**config.mk**
```make
export PLATFORM = sky130hd
export DESIGN_NAME = control_sequencer_flat
export DESIGN_NICKNAME = d
export VERILOG_FILES = /design/src/rtl/control_sequencer_if.sv /design/src/rtl/control_sequencer.sv /design/src/flat_wrapper.sv
export SDC_FILE = /design/constraint.sdc
export NUM_CORES = 1
export LEC_CHECK = 0
export BUFFER_PORTS_ARGS = -buffer_cell sky130_fd_sc_hd__buf_2
export CAP_MARGIN = 20
export CORE_MARGIN = 2
export CORE_UTILIZATION = 39
export CTS_CLUSTER_DIAMETER = 150
export DETAILED_ROUTE_END_ITERATION = 12
export GPL_TIMING_DRIVEN = 0
export PLACE_DENSITY = 0.77
export SYNTH_ARGS = -nofsm -noshare
export SYNTH_HDL_FRONTEND = slang
export SYNTH_SLANG_ARGS = --single-unit
```
**constraint.sdc**
```tcl
create_clock -name clk -period 1.5 [get_ports clk]
set_input_delay 0.225 -clock clk [delete_from_list [all_inputs] [get_ports clk]]
set_output_delay 0.225 -clock clk [all_outputs]
set_load 0.02 [all_outputs]
```
**src/rtl/control_sequencer_if.sv**
```systemverilog
// control_sequencer_if: instruction/handshake inputs and decoded control outputs of the sequencer
interface control_sequencer_if #(parameter int IW = 8);
    logic [IW-1:0] instr;
    logic          mem_ready;
    logic          zero;
    logic          li, lw, sw, addi, beq, slti, add, jump;
    logic          lireg;
    logic          ir_write;
    logic          pc_write;
    logic [1:0]    pc_src;
    logic          mem_read;
    logic          mem_write;
    logic          reg_write;
    logic [2:0]    state;

    // Sequencer side: consumes instruction and handshakes, drives control
    modport master (
        input  instr, mem_ready, zero,
        output li, lw, sw, addi, beq, slti, add, jump, lireg,
        output ir_write, pc_write, pc_src, mem_read, mem_write, reg_write, state
    );

    // Datapath side: supplies instruction and handshakes, consumes control
    modport slave (
        output instr, mem_ready, zero,
        input  li, lw, sw, addi, beq, slti, add, jump, lireg,
        input  ir_write, pc_write, pc_src, mem_read, mem_write, reg_write, state
    );
endinterface

```
**src/rtl/control_sequencer.sv**
```systemverilog
// control_sequencer: multi-cycle FETCH/DECODE/EXEC/MEM/WB control FSM with one-hot op decode
module control_sequencer #(parameter int IW = 8) (
    input  logic                clk,
    input  logic                rst_n,
    control_sequencer_if.master bus
);
    typedef enum logic [2:0] {FETCH = 3'd0, DECODE = 3'd1, EXEC = 3'd2, MEM = 3'd3, WB = 3'd4} state_t;

    // Flag bit positions; opcode n maps to bit 7-n
    localparam int LI = 7, LW = 6, SW = 5, ADDI = 4, BEQ = 3, SLTI = 2, ADD = 1, JUMP = 0;

    state_t     state_q, state_d;
    logic [7:0] op_q, op_d;
    logic       lireg_q, lireg_d;
    logic [2:0] opcode;

    assign opcode = bus.instr[IW-1 -: 3];

    // State register, forced to FETCH asynchronously
    always_ff @(posedge clk or negedge rst_n) begin
        if (!rst_n) state_q <= FETCH;
        else        state_q <= state_d;
    end

    // Op flag and lireg registers
    always_ff @(posedge clk or negedge rst_n) begin
        if (!rst_n) begin
            op_q    <= '0;
            lireg_q <= 1'b0;
        end else begin
            op_q    <= op_d;
            lireg_q <= lireg_d;
        end
    end

    // Next-state logic
    always_comb begin
        state_d = state_q;
        case (state_q)
            FETCH:   state_d = bus.mem_ready ? DECODE : FETCH;
            DECODE:  state_d = EXEC;
            EXEC:    state_d = (op_q[LW] || op_q[SW]) ? MEM : (op_q[BEQ] || op_q[JUMP]) ? FETCH : WB;
            MEM:     state_d = !bus.mem_ready ? MEM : op_q[LW] ? WB : FETCH;
            WB:      state_d = FETCH;
            default: state_d = FETCH;
        endcase
    end

    // Flags load from instr at DECODE->EXEC and clear on every entry to FETCH
    always_comb begin
        op_d    = op_q;
        lireg_d = lireg_q;
        if (state_q == DECODE) begin
            op_d    = 8'h80 >> opcode;
            lireg_d = (opcode == 3'b000) && bus.instr[IW-4];
        end else if (state_d == FETCH) begin
            op_d    = '0;
            lireg_d = 1'b0;
        end
    end

    // Strobes from state, flags and inputs; gated by rst_n so reset silences them at once
    always_comb begin
        bus.ir_write  = 1'b0;
        bus.pc_write  = 1'b0;
        bus.pc_src    = 2'b00;
        bus.mem_read  = 1'b0;
        bus.mem_write = 1'b0;
        bus.reg_write = 1'b0;
        if (rst_n) begin
            case (state_q)
                FETCH: begin
                    bus.mem_read = 1'b1;
                    bus.ir_write = bus.mem_ready;
                    bus.pc_write = bus.mem_ready;
                end
                EXEC: begin
                    bus.pc_write = (op_q[BEQ] && bus.zero) || op_q[JUMP];
                    bus.pc_src   = op_q[JUMP] ? 2'b10 : (op_q[BEQ] && bus.zero) ? 2'b01 : 2'b00;
                end
                MEM: begin
                    bus.mem_read  = op_q[LW];
                    bus.mem_write = op_q[SW];
                end
                WB:      bus.reg_write = 1'b1;
                default: ;
            endcase
        end
    end

    assign bus.li    = op_q[LI];
    assign bus.lw    = op_q[LW];
    assign bus.sw    = op_q[SW];
    assign bus.addi  = op_q[ADDI];
    assign bus.beq   = op_q[BEQ];
    assign bus.slti  = op_q[SLTI];
    assign bus.add   = op_q[ADD];
    assign bus.jump  = op_q[JUMP];
    assign bus.lireg = lireg_q;
    assign bus.state = state_q;
endmodule

```
**src/flat_wrapper.sv**
```systemverilog
// flat-port wrapper written by rule: the top's interface ports become plain ports
module control_sequencer_flat 
#(parameter int IW = 8)
  (clk, rst_n, bus_instr, bus_mem_ready, bus_zero, bus_li, bus_lw, bus_sw, bus_addi, bus_beq, bus_slti, bus_add, bus_jump, bus_lireg, bus_ir_write, bus_pc_write, bus_pc_src, bus_mem_read, bus_mem_write, bus_reg_write, bus_state);
  control_sequencer_if #(.IW(IW)) bus_i ();
  input  logic clk;
  input  logic rst_n;
  input wire logic [$bits(bus_i.instr)-1:0] bus_instr;
  input wire logic [$bits(bus_i.mem_ready)-1:0] bus_mem_ready;
  input wire logic [$bits(bus_i.zero)-1:0] bus_zero;
  output wire logic [$bits(bus_i.li)-1:0] bus_li;
  output wire logic [$bits(bus_i.lw)-1:0] bus_lw;
  output wire logic [$bits(bus_i.sw)-1:0] bus_sw;
  output wire logic [$bits(bus_i.addi)-1:0] bus_addi;
  output wire logic [$bits(bus_i.beq)-1:0] bus_beq;
  output wire logic [$bits(bus_i.slti)-1:0] bus_slti;
  output wire logic [$bits(bus_i.add)-1:0] bus_add;
  output wire logic [$bits(bus_i.jump)-1:0] bus_jump;
  output wire logic [$bits(bus_i.lireg)-1:0] bus_lireg;
  output wire logic [$bits(bus_i.ir_write)-1:0] bus_ir_write;
  output wire logic [$bits(bus_i.pc_write)-1:0] bus_pc_write;
  output wire logic [$bits(bus_i.pc_src)-1:0] bus_pc_src;
  output wire logic [$bits(bus_i.mem_read)-1:0] bus_mem_read;
  output wire logic [$bits(bus_i.mem_write)-1:0] bus_mem_write;
  output wire logic [$bits(bus_i.reg_write)-1:0] bus_reg_write;
  output wire logic [$bits(bus_i.state)-1:0] bus_state;
  assign bus_i.instr = bus_instr;
  assign bus_i.mem_ready = bus_mem_ready;
  assign bus_i.zero = bus_zero;
  assign bus_li = bus_i.li;
  assign bus_lw = bus_i.lw;
  assign bus_sw = bus_i.sw;
  assign bus_addi = bus_i.addi;
  assign bus_beq = bus_i.beq;
  assign bus_slti = bus_i.slti;
  assign bus_add = bus_i.add;
  assign bus_jump = bus_i.jump;
  assign bus_lireg = bus_i.lireg;
  assign bus_ir_write = bus_i.ir_write;
  assign bus_pc_write = bus_i.pc_write;
  assign bus_pc_src = bus_i.pc_src;
  assign bus_mem_read = bus_i.mem_read;
  assign bus_mem_write = bus_i.mem_write;
  assign bus_reg_write = bus_i.reg_write;
  assign bus_state = bus_i.state;
  control_sequencer #(.IW(IW)) u_core (.clk(clk), .rst_n(rst_n), .bus(bus_i));
endmodule
```
==> results of run 1 <==
[worst paths after layout]
| check | startpoint | to | slack (ns) | cells past startpoint |
|---|---|---|---|---|
| min in group asynchronous | rst_n | u_core.op_q[5] | 0.52 | 2 |
| max in group asynchronous | rst_n | u_core.bus.state[1] | 0.57 | 2 |
| min | bus_instr[4] | u_core.bus.lireg | 0.17 | 2 |
| max reg2reg | u_core.bus.state[2] | u_core.op_q[2] | -0.08 | 5 |
| min reg2reg | u_core.op_q[7] | u_core.op_q[7] | 0.48 | 1 |
| max | u_core.bus.state[2] | bus_pc_write | -0.12 | 4 |
[area by class of cell]
class                           count  area [um^2]  share of cell area
Inverter                            3         11.3              0.0117
Clock buffer                        4         26.3              0.0273
Tap cell                           16         20.0              0.0208
Multi-Input combinational cell     43          374               0.389
Timing Repair Buffer               34          226               0.235
Sequential cell                    12          304               0.316
[cell usage after synthesis, types with 2 or more instances]
cell,n
buf_2,2
a32o_1,4
a22o_1,3
nor2_1,4
dfrtp_1,12
o21ai_0,2
nand2_1,4
nor3_1,3
inv_1,3
and3_1,3
a21oi_1,2
[stage by stage]
step                      utilization  setup TNS, ns  hold WS (ns)
after CTS                       0.611         -0.195         0.167
after global routing            0.639          -1.35         0.172
after floorplan                     -              0       -0.0706
after detailed placement        0.542        -0.0382         0.129
final                           0.639         -0.674         0.171
after global placement          0.542              0         0.122
[power by group through the flow]
| stage | Combinational, mW | Sequential, mW | Clock, mW |
|---|---|---|---|
| floorplan | 0.492 | 0.568 | 0 |
| global placement | 0.766 | 0.485 | 0 |
| detailed placement | 0.785 | 0.490 | 0 |
| CTS | 0.913 | 0.509 | 0.219 |
| global route | 1.05 | 0.528 | 0.235 |
| finish | 0.991 | 0.517 | 0.216 |
[cell families after synthesis]
group,Yosys count,synth area share
AOI/OAI and AO/OA,18,0.249
muxes,1,0.0159
DFF,12,0.478
and+or+nand+nor,24,0.223
buffers and inverters,5,0.0339
[flip-flops by register name, indices dropped and copies added, names as in the netlist]
signal,flops
u_core.bus.lireg,1
u_core.bus.state,3
u_core.op_q,8
[cell usage in the layout, fill, tap and decap left out, drive strengths merged]
cell / Yosys / routed
a22o: 4 / 4
a21boi: 1 / 1
dfrtp: 12 / 12
o21bai: 1 / 1
a32o: 4 / 4
and4b: 1 / 1
nand2b: 1 / 1
dlygate4sd3: 0 / 1
o21ai: 2 / 2
nor4: 1 / 1
o31ai: 1 / 1
inv: 3 / 3
nor2: 4 / 4
nand2: 4 / 4
nor2b: 1 / 1
clkbuf: 0 / 4
or2: 1 / 1
a32oi: 1 / 1
a21o: 1 / 1
and2: 1 / 1
buf: 2 / 33
and4: 1 / 1
nor3: 3 / 3
o21a: 1 / 1
nor3b: 1 / 1
a21oi: 2 / 2
mux2i: 1 / 1
and3: 4 / 4
and2b: 1 / 1
[timing repair]
action,CTS,global route
hold buffers,1,0
pin swaps,4,1
hold endpoints to repair,12,0
setup buffers,6,1
gates resized for setup,12,10
setup endpoints to repair,14,16
[worst max-delay path: cells and delay by family (launching register included)]
family / cells / cell delay [ns]
buffers and inverters: 1 / 0.13
flip-flops: 1 / 0.41
AO/OA/AOI/OAI: 1 / 0.11
AND/OR/NAND/NOR: 2 / 0.45
[per-layer routing]
| metal | vias to the layer above | GRT usage |
|---|---|---|
| li1 | 298 | - |
| met5 | - | 0 |
| met4 | 0 | 0.158 |
| met2 | 36 | 0.291 |
| met3 | 8 | 0.0408 |
| met1 | 316 | 0.245 |
==> results_dict.tcl, run 1 <==
set metrics [dict create \
    cts_buffers 3 \
    seq_area_frac_synth 0.478 \
    cp.arrival_ns 1.39 \
    wl_um 1860 \
    setup_viol 12 \
    synthFlopType "dfrtp_1" \
    dpl_cell_area_um2 816 \
    place_congestion 0.777 \
    critPathMaxStageDelay_ns 0.41 \
    antenna_left 0 \
    syn2layout_area_growth_pct 53.2 \
    drt-met1-wl_um 745 \
    clk_latency_ns 0.28 \
    path_clk_slew_ns 0.08 \
    viasPerCell 5.88 \
    drc 0 \
    clkSinkCount 12 \
    n_fill_cell 117 \
    core_um2 1510 \
    postSynthCellCount 60 \
    finalNonFillerCells 112 \
    relSlewSlack 0.608 \
    layout-drive-gt1-share 0.583 \
    die_h_um 44.1 \
    p_clk_frac 0.125 \
    portBuffers 26 \
    firstDrtPassIters 4 \
    swShare 0.449 \
    async_flop_share 1.00 \
    nNetsFinal 109 \
    routed-wl-met2_um 929 \
    grt_usage 0.196 \
    crit_type "flop to primary output" \
    max_freq_ghz 0.619 \
    avgSynthCellArea_um2 10.5 \
    power_mw 1.72 \
    hp-class "primary input to flop" \
    violations "negative setup slack" \
    crit_required_ns 1.27 \
    synth_area_um2 628 \
    dr_wl_met3_um 98 \
    die_area_um2 1950 \
    antenna_cells 0 \
    design_area_um2 962 \
    fin_crit_ns 1.62 \
    antenna_found_initial 0 \
    fin_ws_ns -0.116 \
    synth.distinct_cells 29 \
    synth_top_area_share 0.478 \
    cts_tree "yes" \
    power.switching_mw 0.775 \
    post-route-period-util 1.08 \
    ys_seq_elements 12 \
    drt_first_iter_violations 10 \
    grt_pass1_vias 578 \
    yosys_warnings 0 \
    io_pins 31 \
    placed_cells 102 \
    synth_edf_count 0 \
    grt_max_degree 13 \
    worst_setup_path_end_kind "primary output" \
    syn-num-nets 72 \
    start_util 0.417 \
    pre_cts_ws_ns -0.0294 \
    intPower_mw 0.949 \
    drv_cap 0 \
    yosysTopAreaCell "dfrtp_1" \
    status "complete, but fails checks" \
    p_per_area_nw_per_um2 1790 \
    cts-root-buf "clkbuf_4" \
    rsz0062_at_grt "yes" \
    final-hold-violation-count 0 \
    highest_layer "met4" \
    dp.final_hpwl_um 1090 \
    wl_per_cell_um 16.6 \
    crit_fanout 5 \
    critPathLaunchType "flop" \
    vias 658 \
    leakagePower_nw 0.495 \
    worst_slew_pin_slew_ns 0.586 \
    grt_overflow_total 0 \
    yosys-top-cells-area "dfrtp_1 48%, a32o_1 6.4%, a22o_1 4.2%" \
    finalMaxSlewViolations 0 \
    slowest_stage "dfrtp_2" \
    clockBufferDepth 2 \
    ir_worst_vdd_mv 0.860 \
    skew_ns 0.00781 \
    seq_power_share 0.300 \
    crit_chain "and2b_2 > and3_4 > o21bai_4 > buf_6" \
    h-tree-depth 1 \
    num_rows 14 \
    grt_pass1_wl_um 2680 \
    p_comb_frac 0.575 \
    chipWidth_um 44.1 \
]
No activity file was read; power rests on OpenSTA's default activity.
==> run 2: changes to the inputs <==
--- a/config.mk
+++ b/config.mk
@@ -8,11 +8,11 @@
 export BUFFER_PORTS_ARGS = -buffer_cell sky130_fd_sc_hd__buf_2
 export CAP_MARGIN = 20
 export CORE_MARGIN = 2
-export CORE_UTILIZATION = 39
+export CORE_UTILIZATION = 46
 export CTS_CLUSTER_DIAMETER = 150
 export DETAILED_ROUTE_END_ITERATION = 12
 export GPL_TIMING_DRIVEN = 0
-export PLACE_DENSITY = 0.77
+export PLACE_DENSITY = 0.85
 export SYNTH_ARGS = -nofsm -noshare
 export SYNTH_HDL_FRONTEND = slang
 export SYNTH_SLANG_ARGS = --single-unit
==> constraint.sdc (replaced) <==
create_clock -name clk -period 1.9 [get_ports clk]
set_input_delay 0.285 -clock clk [delete_from_list [all_inputs] [get_ports clk]]
set_output_delay 0.285 -clock clk [all_outputs]
set_load 0.02 [all_outputs]
==> run 2 against run 1 <==
Effect of this change:
- the run now ends clean
- final area down 14%
- largest cell class unchanged
- combinational power down 44%
- register-to-register slack better by 0.45 ns
- power down 35%
==> results_dict.tcl, run 2 (synthesis results as in run 1) <==
set metrics [dict create \
    crit_required_ns 1.62 \
    viasPerCell 5.50 \
    grt_pass1_vias 465 \
    met2_usage 0.262 \
    post_cts.repair.setup_buffers 0 \
    hp-class "primary input to flop" \
    nNetsFinal 104 \
    portBuffers 26 \
    drv_cap 0 \
    post-route-period-util 0.945 \
    antenna_left 0 \
    final_common_cell "buf_2" \
    antenna_cells 0 \
    clockBufferDepth 2 \
    final-hold-violation-count 0 \
    critPathMaxStageDelay_ns 0.49 \
    clk_latency_ns 0.27 \
    crit_fanout 10 \
    rsz0062_at_grt "no" \
    cts-root-buf "clkbuf_4" \
    firstDrtPassIters 4 \
    worst_setup_path_end_kind "primary output" \
    placed_cells 101 \
    leakagePower_nw 0.462 \
    grt_usage 0.177 \
    max_freq_ghz 0.557 \
    h-tree-depth 1 \
    cts_buffers 3 \
    largest_reg_flops 8 \
    core_um2 1280 \
    grt_max_degree 13 \
    chipWidth_um 41.0 \
    slowest_stage "dfrtp_1" \
    status "complete, no violations" \
    grt_pass1_wl_um 1910 \
    crit_chain "and2b_2 > and3_1 > o21bai_1 > buf_2" \
    skew_ns 0.00218 \
    antenna_found_initial 0 \
    n_fill_cell 103 \
    layout-drive-gt1-share 0.429 \
    path_clk_slew_ns 0.08 \
    grt.met3_usage 0.0380 \
    relSlewSlack 0.636 \
    crit_type "flop to primary output" \
    largest_register "u_core.op_q" \
    place_congestion 0.746 \
    busiest_layer "met2" \
    finalMaxSlewViolations 0 \
    cp_num_buf_inv 1 \
    drc 0 \
    die_area_um2 1680 \
    ir_worst_vdd_mv 0.948 \
    clkSinkCount 12 \
    p_per_area_nw_per_um2 1360 \
    cts_tree "yes" \
    num_rows 13 \
    syn2layout_area_growth_pct 31.1 \
    vias 583 \
    finalNonFillerCells 106 \
    grt_util_met1 0.241 \
    dp.final_hpwl_um 981 \
    io_pins 31 \
    worst_slew_pin_slew_ns 0.542 \
    wl_per_cell_um 12.5 \
    final_cell_mix "28 x buf_2, 12 x dfrtp_1, 4 x nor2_1, 4 x nand2_1, 4 x a32o_1" \
    cp_top_family "flip-flops" \
    grt_overflow_total 0 \
    setup_tns_ns 0 \
    cp.arrival_ns 1.51 \
    fin_crit_ns 1.80 \
    critPathLaunchType "flop" \
    start_util 0.489 \
    wl_um 1320 \
    drt_first_iter_violations 15 \
    setup_viol 0 \
    die_h_um 41.0 \
]
[run 2: per-stage QoR]
stage	total power [mW]	hold slack [ns]	setup slack (ns)	utilization	cell area (um^2)
2_1_floorplan	0.766	-0.0106	0.221	-	628
3_3_place_gp	0.915	0.186	0.375	0.605	777
3_5_place_dp	0.927	0.190	0.361	0.605	777
4_1_cts	1.13	0.227	0.0950	0.641	823
5_1_grt	1.20	0.238	0.0274	0.641	823
6_report	1.12	0.231	0.104	0.641	823
[run 2: worst register-to-register path: cells and delay by family (launching register included)]
kind | cells | cell delay (ns)
buffers and inverters | 1 | 0.17
AOI/OAI and AO/OA | 3 | 0.64
DFF | 1 | 0.37
and+or+nand+nor | 1 | 0.24
[run 2: report_power, final]
group          switching (mW)  total, mW  leakage (nW)  internal [mW]
clock                  0.0850      0.201        0.0210          0.116
combinational           0.351      0.557         0.277          0.205
sequential             0.0543      0.365         0.164          0.311
total                   0.491       1.12         0.462          0.632
[run 2: final timing paths]
check                           slack, ns           startpoint  cells past startpoint                  end
worst max-delay path                 0.10  u_core.bus.state[2]                      4         bus_pc_write
min in group asynchronous            0.55                rst_n                      2  u_core.bus.state[0]
worst min register to register       0.48       u_core.op_q[7]                      1       u_core.op_q[7]
worst min-delay path                 0.23         bus_instr[4]                      2     u_core.bus.lireg
worst max register to register       0.37  u_core.bus.state[0]                      5     u_core.bus.lireg
max in group asynchronous            0.99                rst_n                      2       u_core.op_q[3]
[run 2: metal layers]
layer	vias to the layer above	wire length (um)	share of wire
met5	-	0	0
met4	0	5	0.0038
met3	2	96	0.073
met2	20	599	0.45
met1	273	619	0.47
li1	288	-	-
[run 2: final cells by class]
| class | instances | area, um^2 | share of cell area |
|---|---|---|---|
| multi-input combinational | 43 | 307 | 0.372 |
| sequential | 12 | 300 | 0.365 |
| timing repair buffer | 27 | 140 | 0.170 |
| clock buffer | 4 | 36.3 | 0.0441 |
| tap | 15 | 18.8 | 0.0228 |
| inverter | 3 | 11.3 | 0.0137 |
| buffer | 2 | 10.0 | 0.0122 |
[run 2: repair_timing]
action | CTS | global route
hold buffers | 1 | 0
resized for setup | 0 | 0
hold endpoints to repair | 12 | 0
